$ cat src/rtl/eeprom_pkg.sv
// Shared constants, state encoding and helpers for the EEPROM engine scheduler.
// Slot counts are expressed in engine bit slots of TICK_DIV clock cycles each.
package eeprom_pkg;

  localparam logic [7:0] EE_WRITE = 8'hA0;
  localparam logic [7:0] EE_READ  = 8'hA1;
  localparam logic [7:0] EE_IDLE  = 8'h00;

  localparam int unsigned DEF_TICK_DIV  = 1024;
  localparam int unsigned DEF_WR_SLOTS  = 34;
  localparam int unsigned DEF_RD_SLOTS  = 44;
  localparam int unsigned DEF_TWR_SLOTS = 245;

  localparam int unsigned SLOT_W = 9;

  typedef enum logic [2:0] {
    ST_IDLE    = 3'd0,
    ST_SETUP   = 3'd1,
    ST_RUN     = 3'd2,
    ST_CAPTURE = 3'd3,
    ST_TWR     = 3'd4,
    ST_DONE    = 3'd5
  } state_e;

  function automatic logic [7:0] ctrlByte(input logic isWrite);
    return isWrite ? EE_WRITE : EE_READ;
  endfunction

endpackage

$ cat src/rtl/eeprom_slot_timer.sv
// Tick + slot counter that measures a window of slots_i * TICK_DIV cycles.
// A start pulse arms it; expire_o is high in the last cycle of the window.
module eeprom_slot_timer
  import eeprom_pkg::*;
#(
  parameter int unsigned TICK_DIV = DEF_TICK_DIV
) (
  input  logic              clk_i,
  input  logic              reset_i,
  input  logic              start_i,
  input  logic [SLOT_W-1:0] slots_i,
  output logic              expire_o
);

  localparam int unsigned TW = (TICK_DIV > 1) ? $clog2(TICK_DIV) : 1;
  localparam logic [TW-1:0] TICK_LAST = TW'(TICK_DIV - 1);

  logic [TW-1:0]     tick_q, tick_d;
  logic [SLOT_W-1:0] slot_q, slot_d;
  logic [SLOT_W-1:0] target_q, target_d;
  logic              active_q, active_d;
  logic              tickWrap;

  assign tickWrap = active_q && (tick_q == TICK_LAST);
  assign expire_o = tickWrap && ((slot_q + SLOT_W'(1)) == target_q);

  always_ff @(posedge clk_i) begin
    if (reset_i) begin
      tick_q   <= '0;
      slot_q   <= '0;
      target_q <= '0;
      active_q <= 1'b0;
    end else begin
      tick_q   <= tick_d;
      slot_q   <= slot_d;
      target_q <= target_d;
      active_q <= active_d;
    end
  end

  // A start in the expiring cycle wins so RUN can hand straight over to TWR.
  always_comb begin
    tick_d   = tick_q;
    slot_d   = slot_q;
    target_d = target_q;
    active_d = active_q;
    if (start_i) begin
      tick_d   = '0;
      slot_d   = '0;
      target_d = slots_i;
      active_d = 1'b1;
    end else if (expire_o) begin
      tick_d   = '0;
      slot_d   = '0;
      active_d = 1'b0;
    end else if (active_q) begin
      if (tickWrap) begin
        tick_d = '0;
        slot_d = slot_q + SLOT_W'(1);
      end else begin
        tick_d = tick_q + TW'(1);
      end
    end
  end

endmodule

$ cat src/rtl/eeprom_sched.sv
// Round-robin scheduler sharing one I2C EEPROM engine between two requesters.
// Engine completion is inferred by counting bit slots since the engine has no done flag.
module eeprom_sched
  import eeprom_pkg::*;
#(
  parameter int unsigned TICK_DIV  = DEF_TICK_DIV,
  parameter int unsigned WR_SLOTS  = DEF_WR_SLOTS,
  parameter int unsigned RD_SLOTS  = DEF_RD_SLOTS,
  parameter int unsigned TWR_SLOTS = DEF_TWR_SLOTS
) (
  input  logic        clk_i,
  input  logic        reset_i,
  input  logic [1:0]  req_i,
  input  logic [1:0]  req_we_i,
  input  logic [7:0]  req_addr_i,
  input  logic [15:0] req_wdata_i,
  output logic [1:0]  gnt_o,
  output logic [1:0]  done_o,
  output logic [7:0]  rdata_o,
  output logic        busy_o,
  output logic        eng_reset_o,
  output logic        eng_go_o,
  output logic [7:0]  eng_i2c_addr_o,
  output logic [3:0]  eng_word_addr_o,
  output logic [7:0]  eng_wdata_o,
  input  logic [7:0]  eng_rdata_i
);

  // One spare slot absorbs the phase offset of the engine's free-running divider.
  localparam logic [SLOT_W-1:0] RUN_WR_LEN = SLOT_W'(WR_SLOTS + 1);
  localparam logic [SLOT_W-1:0] RUN_RD_LEN = SLOT_W'(RD_SLOTS + 1);
  localparam logic [SLOT_W-1:0] TWR_LEN    = SLOT_W'(TWR_SLOTS);

  state_e            state_q, state_d;
  logic              setup_q;
  logic [1:0]        gnt_q;
  logic              prefer_q;
  logic              we_q;
  logic [3:0]        waddr_q;
  logic [7:0]        wdata_q;
  logic [7:0]        rdata_q;

  logic              winner;
  logic              grantNow;
  logic              timerStart;
  logic [SLOT_W-1:0] timerSlots;
  logic              timerExpire;

  assign grantNow = (state_q == ST_IDLE) && (|req_i);
  assign winner   = (req_i == 2'b11) ? prefer_q : req_i[1];

  eeprom_slot_timer #(
    .TICK_DIV (TICK_DIV)
  ) u_timer (
    .clk_i    (clk_i),
    .reset_i  (reset_i),
    .start_i  (timerStart),
    .slots_i  (timerSlots),
    .expire_o (timerExpire)
  );

  always_ff @(posedge clk_i) begin
    if (reset_i) begin
      state_q <= ST_IDLE;
    end else begin
      state_q <= state_d;
    end
  end

  always_comb begin
    state_d    = state_q;
    timerStart = 1'b0;
    timerSlots = '0;
    case (state_q)
      ST_IDLE: begin
        if (|req_i) state_d = ST_SETUP;
      end
      ST_SETUP: begin
        if (setup_q) begin
          state_d    = ST_RUN;
          timerStart = 1'b1;
          timerSlots = we_q ? RUN_WR_LEN : RUN_RD_LEN;
        end
      end
      ST_RUN: begin
        if (timerExpire) begin
          if (we_q) begin
            state_d    = ST_TWR;
            timerStart = 1'b1;
            timerSlots = TWR_LEN;
          end else begin
            state_d = ST_CAPTURE;
          end
        end
      end
      ST_CAPTURE: state_d = ST_DONE;
      ST_TWR: begin
        if (timerExpire) state_d = ST_DONE;
      end
      ST_DONE: state_d = ST_IDLE;
      default: state_d = ST_IDLE;
    endcase
  end

  // The engine keeps running through CAPTURE so its read value is still driven when sampled.
  always_comb begin
    busy_o         = 1'b1;
    eng_reset_o    = 1'b1;
    eng_go_o       = 1'b0;
    eng_i2c_addr_o = EE_IDLE;
    done_o         = 2'b00;
    case (state_q)
      ST_IDLE: busy_o = 1'b0;
      ST_SETUP: eng_i2c_addr_o = ctrlByte(we_q);
      ST_RUN, ST_CAPTURE: begin
        eng_reset_o    = 1'b0;
        eng_go_o       = 1'b1;
        eng_i2c_addr_o = ctrlByte(we_q);
      end
      ST_TWR: eng_i2c_addr_o = EE_IDLE;
      ST_DONE: done_o = gnt_q;
      default: busy_o = 1'b0;
    endcase
  end

  always_ff @(posedge clk_i) begin
    if (reset_i) begin
      setup_q  <= 1'b0;
      gnt_q    <= 2'b00;
      prefer_q <= 1'b0;
      we_q     <= 1'b0;
      waddr_q  <= '0;
      wdata_q  <= '0;
      rdata_q  <= '0;
    end else begin
      setup_q <= (state_q == ST_SETUP) ? ~setup_q : 1'b0;
      if (grantNow) begin
        gnt_q    <= winner ? 2'b10 : 2'b01;
        prefer_q <= ~winner;
        we_q     <= req_we_i[winner];
        waddr_q  <= winner ? req_addr_i[7:4] : req_addr_i[3:0];
        wdata_q  <= winner ? req_wdata_i[15:8] : req_wdata_i[7:0];
      end else if (state_q == ST_DONE) begin
        gnt_q <= 2'b00;
      end
      if (state_q == ST_CAPTURE) rdata_q <= eng_rdata_i;
    end
  end

  assign gnt_o           = gnt_q;
  assign rdata_o         = rdata_q;
  assign eng_word_addr_o = waddr_q;
  assign eng_wdata_o     = wdata_q;

endmodule

$ cat config.mk
export PLATFORM = sky130hd
export DESIGN_NAME = eeprom_sched
export DESIGN_NICKNAME = d
export VERILOG_FILES = /design/src/rtl/eeprom_pkg.sv /design/src/rtl/eeprom_slot_timer.sv /design/src/rtl/eeprom_sched.sv
export SDC_FILE = /design/constraint.sdc
export NUM_CORES = 1
export LEC_CHECK = 0
export ABC_AREA = 1
export CORE_AREA = 4 4 70 72
export CTS_BUF_LIST = sky130_fd_sc_hd__clkbuf_16
export CTS_CLUSTER_SIZE = 14
export DETAILED_ROUTE_END_ITERATION = 6
export DIE_AREA = 0 0 74 76
export DONT_BUFFER_PORTS = 1
export PLACE_DENSITY = 0.75
export RECOVER_POWER = 25
export SYNTH_ARGS = -nofsm -noshare
export SYNTH_HDL_FRONTEND = slang
export SYNTH_SLANG_ARGS = --single-unit
$ cat constraint.sdc
create_clock -name clk_i -period 2.39 [get_ports clk_i]
set_input_delay 0.239 -clock clk_i [delete_from_list [all_inputs] [get_ports clk_i]]
set_output_delay 0.239 -clock clk_i [all_outputs]
set_load 0.02 [all_outputs]
Word-level counts from Yosys, hierarchy flattened
Index checks and enable logic that the tools add are counted.

Register bits: 57. Input port bits: 38. Word-level logic and storage cells: 76.

$add $sub $neg: 2. $lt $le $gt $ge: 1. Equal/unequal tests: 12. Mux-type cells: 32. Bitwise logic cells: 3. Reduce and logical (&&, ||, !) cells: 14.

Operator list (number): 8-bit two-way mux (4); 8-bit case mux with 2 select lines (1); 3-bit two-way mux (5); 3-bit case mux with 5 select lines (1); 1-bit two-way mux (12); 10-bit by 1-bit adder with 10-bit output (second input constant) (1); 10-bit == test (second input constant) (1); 10-bit two-way mux (1); 9-bit by 1-bit adder with 9-bit output (second input constant) (1); 9-bit == test (1); 2-bit two-way mux (4); 4-bit two-way mux (2); 3-bit by 2-bit == test with 1-bit output (second input constant) (2); 3-bit == test (second input constant) (2); 6-bit two-way mux (1); 2-bit inequality test (second input constant) (3); 2-bit OR reduction (3); 3-bit OR reduction (2); 5-bit OR reduction (1); 4-bit AND reduction (1); 2-bit nonzero test (2); 3-bit by 1-bit == test with 1-bit output (second input constant) (1); 1-bit logical AND (3); 3-bit logical NOT (1); other kinds (6) (8).

Logic depth before layout (Yosys ltp)
Word-level depth: 6. Mapped depth: 15. Depth with buffers taken out: 14.

Modules after synthesis
From an unflattened synthesis, not the netlist that was laid out.

Cell total of the unflattened synthesis: 451. Area, all modules: 2970.3 sq um.

Modules (own cells, without submodules): eeprom_slot_timer (instances 1, cells each 235, area each 1570.3 sq um); eeprom_sched (instances 1, cells each 216, area each 1400.1 sq um).

Worst setup path before layout
Ideal clock, no wire load.

Path kind: register to register. Start point: reg state_q[1]. End point: reg rdata_q[0] (netlist: rdata_o[0]). Setup time: 0.116 ns. Data arrival time: 1.627 ns. Setup slack: 0.647 ns. Cell stages (with the launch flop): 8. Buffers on the path: 0. Period minus slack after synthesis: 1.743 ns. Path through: dfxtp_1 > inv_1 > nor2_1 > inv_1 > nor2_1 > inv_1 > nor2_1 > nor2_1.

Cells in the longest elaborated chain, start to end: 1.

RTL lines: from (decl) (line eeprom_sched.sv:34) `state_e state_q, state_d;`; from (signal assigned) (line eeprom_sched.sv:66) `state_q <= state_d;`; 3-bit by 2-bit == test with 1-bit output (line eeprom_sched.sv:146) `if (state_q == ST_CAPTURE) rdata_q <= eng_rdata_i;`; to (signal assigned) (line eeprom_sched.sv:146); to (decl) (line eeprom_sched.sv:41) `logic [7:0] rdata_q;`.

Every way passes these cells. A chain may end at the register's enable or synchronous reset.

Worst setup path after layout
Start point: reg u_timer.slot_q[0]. End point: reg u_timer.tick_q[5].

Cells in the longest elaborated chain, start to end: 6.

RTL lines: from (decl) (line eeprom_slot_timer.sv:19) `logic [SLOT_W-1:0] slot_q, slot_d;`; from (signal assigned) (line eeprom_slot_timer.sv:35) `slot_q <= slot_d;`; 9-bit by 1-bit adder with 9-bit output (*) (line eeprom_slot_timer.sv:25) `assign expire_o = tickWrap && ((slot_q + SLOT_W'(1)) == target_q);`; 9-bit == test (*) (line eeprom_slot_timer.sv:25); 1-bit logical AND (*) (line eeprom_slot_timer.sv:25); 1-bit two-way mux (line eeprom_sched.sv:86) `if (timerExpire) begin`; 1-bit case mux with 2 select lines (line eeprom_sched.sv:74) `case (state_q)`; 3-bit OR reduction (no source line) (*); to (signal assigned) (line eeprom_slot_timer.sv:34) `tick_q <= tick_d;`; to (decl) (line eeprom_slot_timer.sv:18) `logic [TW-1:0] tick_q, tick_d;`.

Every way passes the cells marked *; elsewhere a longest branch is shown, timed or not.

==> flow_summary.toml <==
[placed_design]
dpl.hpwl_um = 4190
place_area_mm2 = 0.00268
dpl_worst_slack_ps = 391
place_congestion = 0.902
placement.io_buffers = 0

[finish]
stdcell_area_mm2 = 0.00283
drive_gt1_share_pct = 8.73
antenna_cells = 0
fin_util_pct = 66.0
fin_nets = 440
area_delta_synth_final_pct = 7.25

[cts]
cts_resized = 0
hold_buffers = 0
htreeDepth = 2
tritoncts = "built"
cts_root_buf = "clkbuf_16"
clk_pin_slew_ps = 70
cts_buffers = 5
post_cts_buffers = 0
numClockSinks = 53
clk_path_buf_depth = 2
clk_latency_ps = 290

[sta]
period_needed_ps = 2000
period_share_pct = 83.9
skew_ps = 4.69
setup_violations = 0
layout_setup_ws_ps = 385
clock.fmax_ghz = 0.499
fin_tns_setup_ps = 0
slew_headroom_pct = 56.3
hold_viol = 0
tightest_slew_ps = 649
maxSlewViolCount = 0
rsz0062_at_grt = "false"

[logic_synthesis]
synth-async-reset-ratio_pct = 0
ys_seq_elements = 53
avgSynthCellArea_um2 = 6.67
yosysWarnings = 0
synthCells = 396
synthFlopType = "dfxtp_1"
synthDominantCellAreaShare_pct = 40.2
yosys-top-cells-area = "dfxtp_1 40%, nand2_1 16%, nor2_1 8.0%"
yosysSeqAreaShare_pct = 40.2
synth_commonest_cells = "114 x nand2_1, 56 x nor2_1, 53 x dfxtp_1, 43 x inv_1, 20 x a21oi_1"
synth_edf_count = 0
syn_area_mm2 = 0.00264
synth_cell_types = 35
yosysMostFrequentCell = "nand2_1"
yosysTopAreaCell = "dfxtp_1"

[grt]
grt_pass1_wl_um = 9350
overflow = 0
antenna_found_initial = 0
grt_pass1_vias = 2116
globalRouteTotalUtil_pct = 20.2
grt_start_max_net_pins = 23

[routing]
drc_errors = 0
drtIter0Drc = 106
route.met3.wl_um = 292
maxUsedRoutingLayer = "met4"
routed_wl_um = 5610
vias = 2377
wl_met1_um = 2540
ant_nets = 0
wire_per_inst_um = 12.4
first_pass_iters = 4
routed_via_density = 5.25
wl_met2_um = 2710

[critical_path]
startpoint_type = "register"
crit_type = "reg -> reg"
cp.required_ps = 2560
end_kind = "register"
cp_max_fo = 19
arrival_ps = 2180

[worst_hold_path]
hold_path_class = "in -> reg"

[floorplan]
io_pins = 73
die_h_um = 76
start_util_pct = 61.5
dieArea_mm2 = 0.00562
core_area_mm2 = 0.00429
fp.dieW_um = 74
num_rows = 24

[power_and_ir_drop]
peakVddDrop_mv = 0.671
p_per_area_mw_per_mm2 = 915
power_leakage_nw = 1.17

[run]
cap_violations = 0

[outcome]
outcome = "finished, final reports clean"
registers in the layout, indices dropped and copies added, names as in the netlist:
register          cells
prefer_q              1
u_timer.tick_q       10
u_timer.slot_q        9
state_q               3
eng_word_addr_o       4
setup_q               1
rdata_o               8
gnt_o                 2
eng_wdata_o           8
u_timer.target_q      5
u_timer.active_q      1
we_q                  1
where the power goes:
part           switching [mW]  internal (mW)  leakage (nW)
clock                   0.312          0.385        0.0712
sequential              0.200           1.02         0.431
combinational           0.466          0.214         0.663
final timing paths:
path	startpoint	end	slack [ps]	cells after the start
max	u_timer.slot_q[0]	u_timer.tick_q[5]	390	12
min	reset_i	we_q	9	1
max reg2reg	u_timer.slot_q[0]	u_timer.tick_q[5]	390	12
min reg2reg	prefer_q	prefer_q	470	2
cells by family (layout without fill, tap and decap cells):
family,after synthesis,after routing,share of synthesized area (%)
flip-flops,53,53,40.2
AND/OR/NAND/NOR,220,220,36.2
other,1,5,0.142
AO/OA/AOI/OAI,58,58,12.1
adder cells (fa/ha/maj),2,2,0.947
XOR/XNOR,1,1,0.332
buffers and inverters,61,62,10.1
per-layer routing:
| layer | up-vias | GRT usage [%] |
|---|---|---|
| met1 | 1074 | 25.9 |
| met4 | 0 | 5.43 |
| met3 | 6 | 4.88 |
| met5 | - | 0 |
| li1 | 1250 | - |
| met2 | 47 | 33.5 |
layout make-up:
class	instances	area, µm²
clock buffers	5	125
flip-flops and latches	53	1060
clock inverters	3	17.5
fillers	392	1460
well taps	52	65.1
multi-input cells	286	1330
repair buffers	8	62.6
inverters	46	173
layout by cell type, fill, tap and decap left out, types with 2 or more instances in the layout:
cell       synthesis  layout
a21oi_1           20      20
a31oi_1           15      15
buf_4              6       7
clkbuf_16          0       5
clkinv_1           1       2
conb_1             1       5
dfxtp_1           53      53
ha_1               2       2
inv_1             43      43
inv_2              2       2
nand2_1          114     114
nand2_2            2       2
nand3_1           18      18
nand3b_1           3       3
nand4_1            4       4
nor2_1            56      56
nor2_2            12      12
nor3_1             4       4
o21ai_0           15      15
o21ai_1            3       3
metrics by stage:
stage	power [mW]	std cells	hold WS, ps
2_1_floorplan	1.77	400	308
3_3_place_gp	1.90	444	311
3_5_place_dp	1.91	444	312
4_1_cts	2.61	452	3.75
5_1_grt	2.76	453	2.68
6_report	2.59	453	9.27
worst max-delay path, cell delays in order (launching register included):
cell	delay, ps
dfxtp_1	420
ha_1	280
nand3_1	150
nand2_1	90
nand2_1	70
nor2_1	100
nand2_1	60
nand2_1	50
nand2_1	90
nor2_2	170
nand2_4	90
nand3_4	220
nor3_1	80
(Power assumes the default switching activity.)
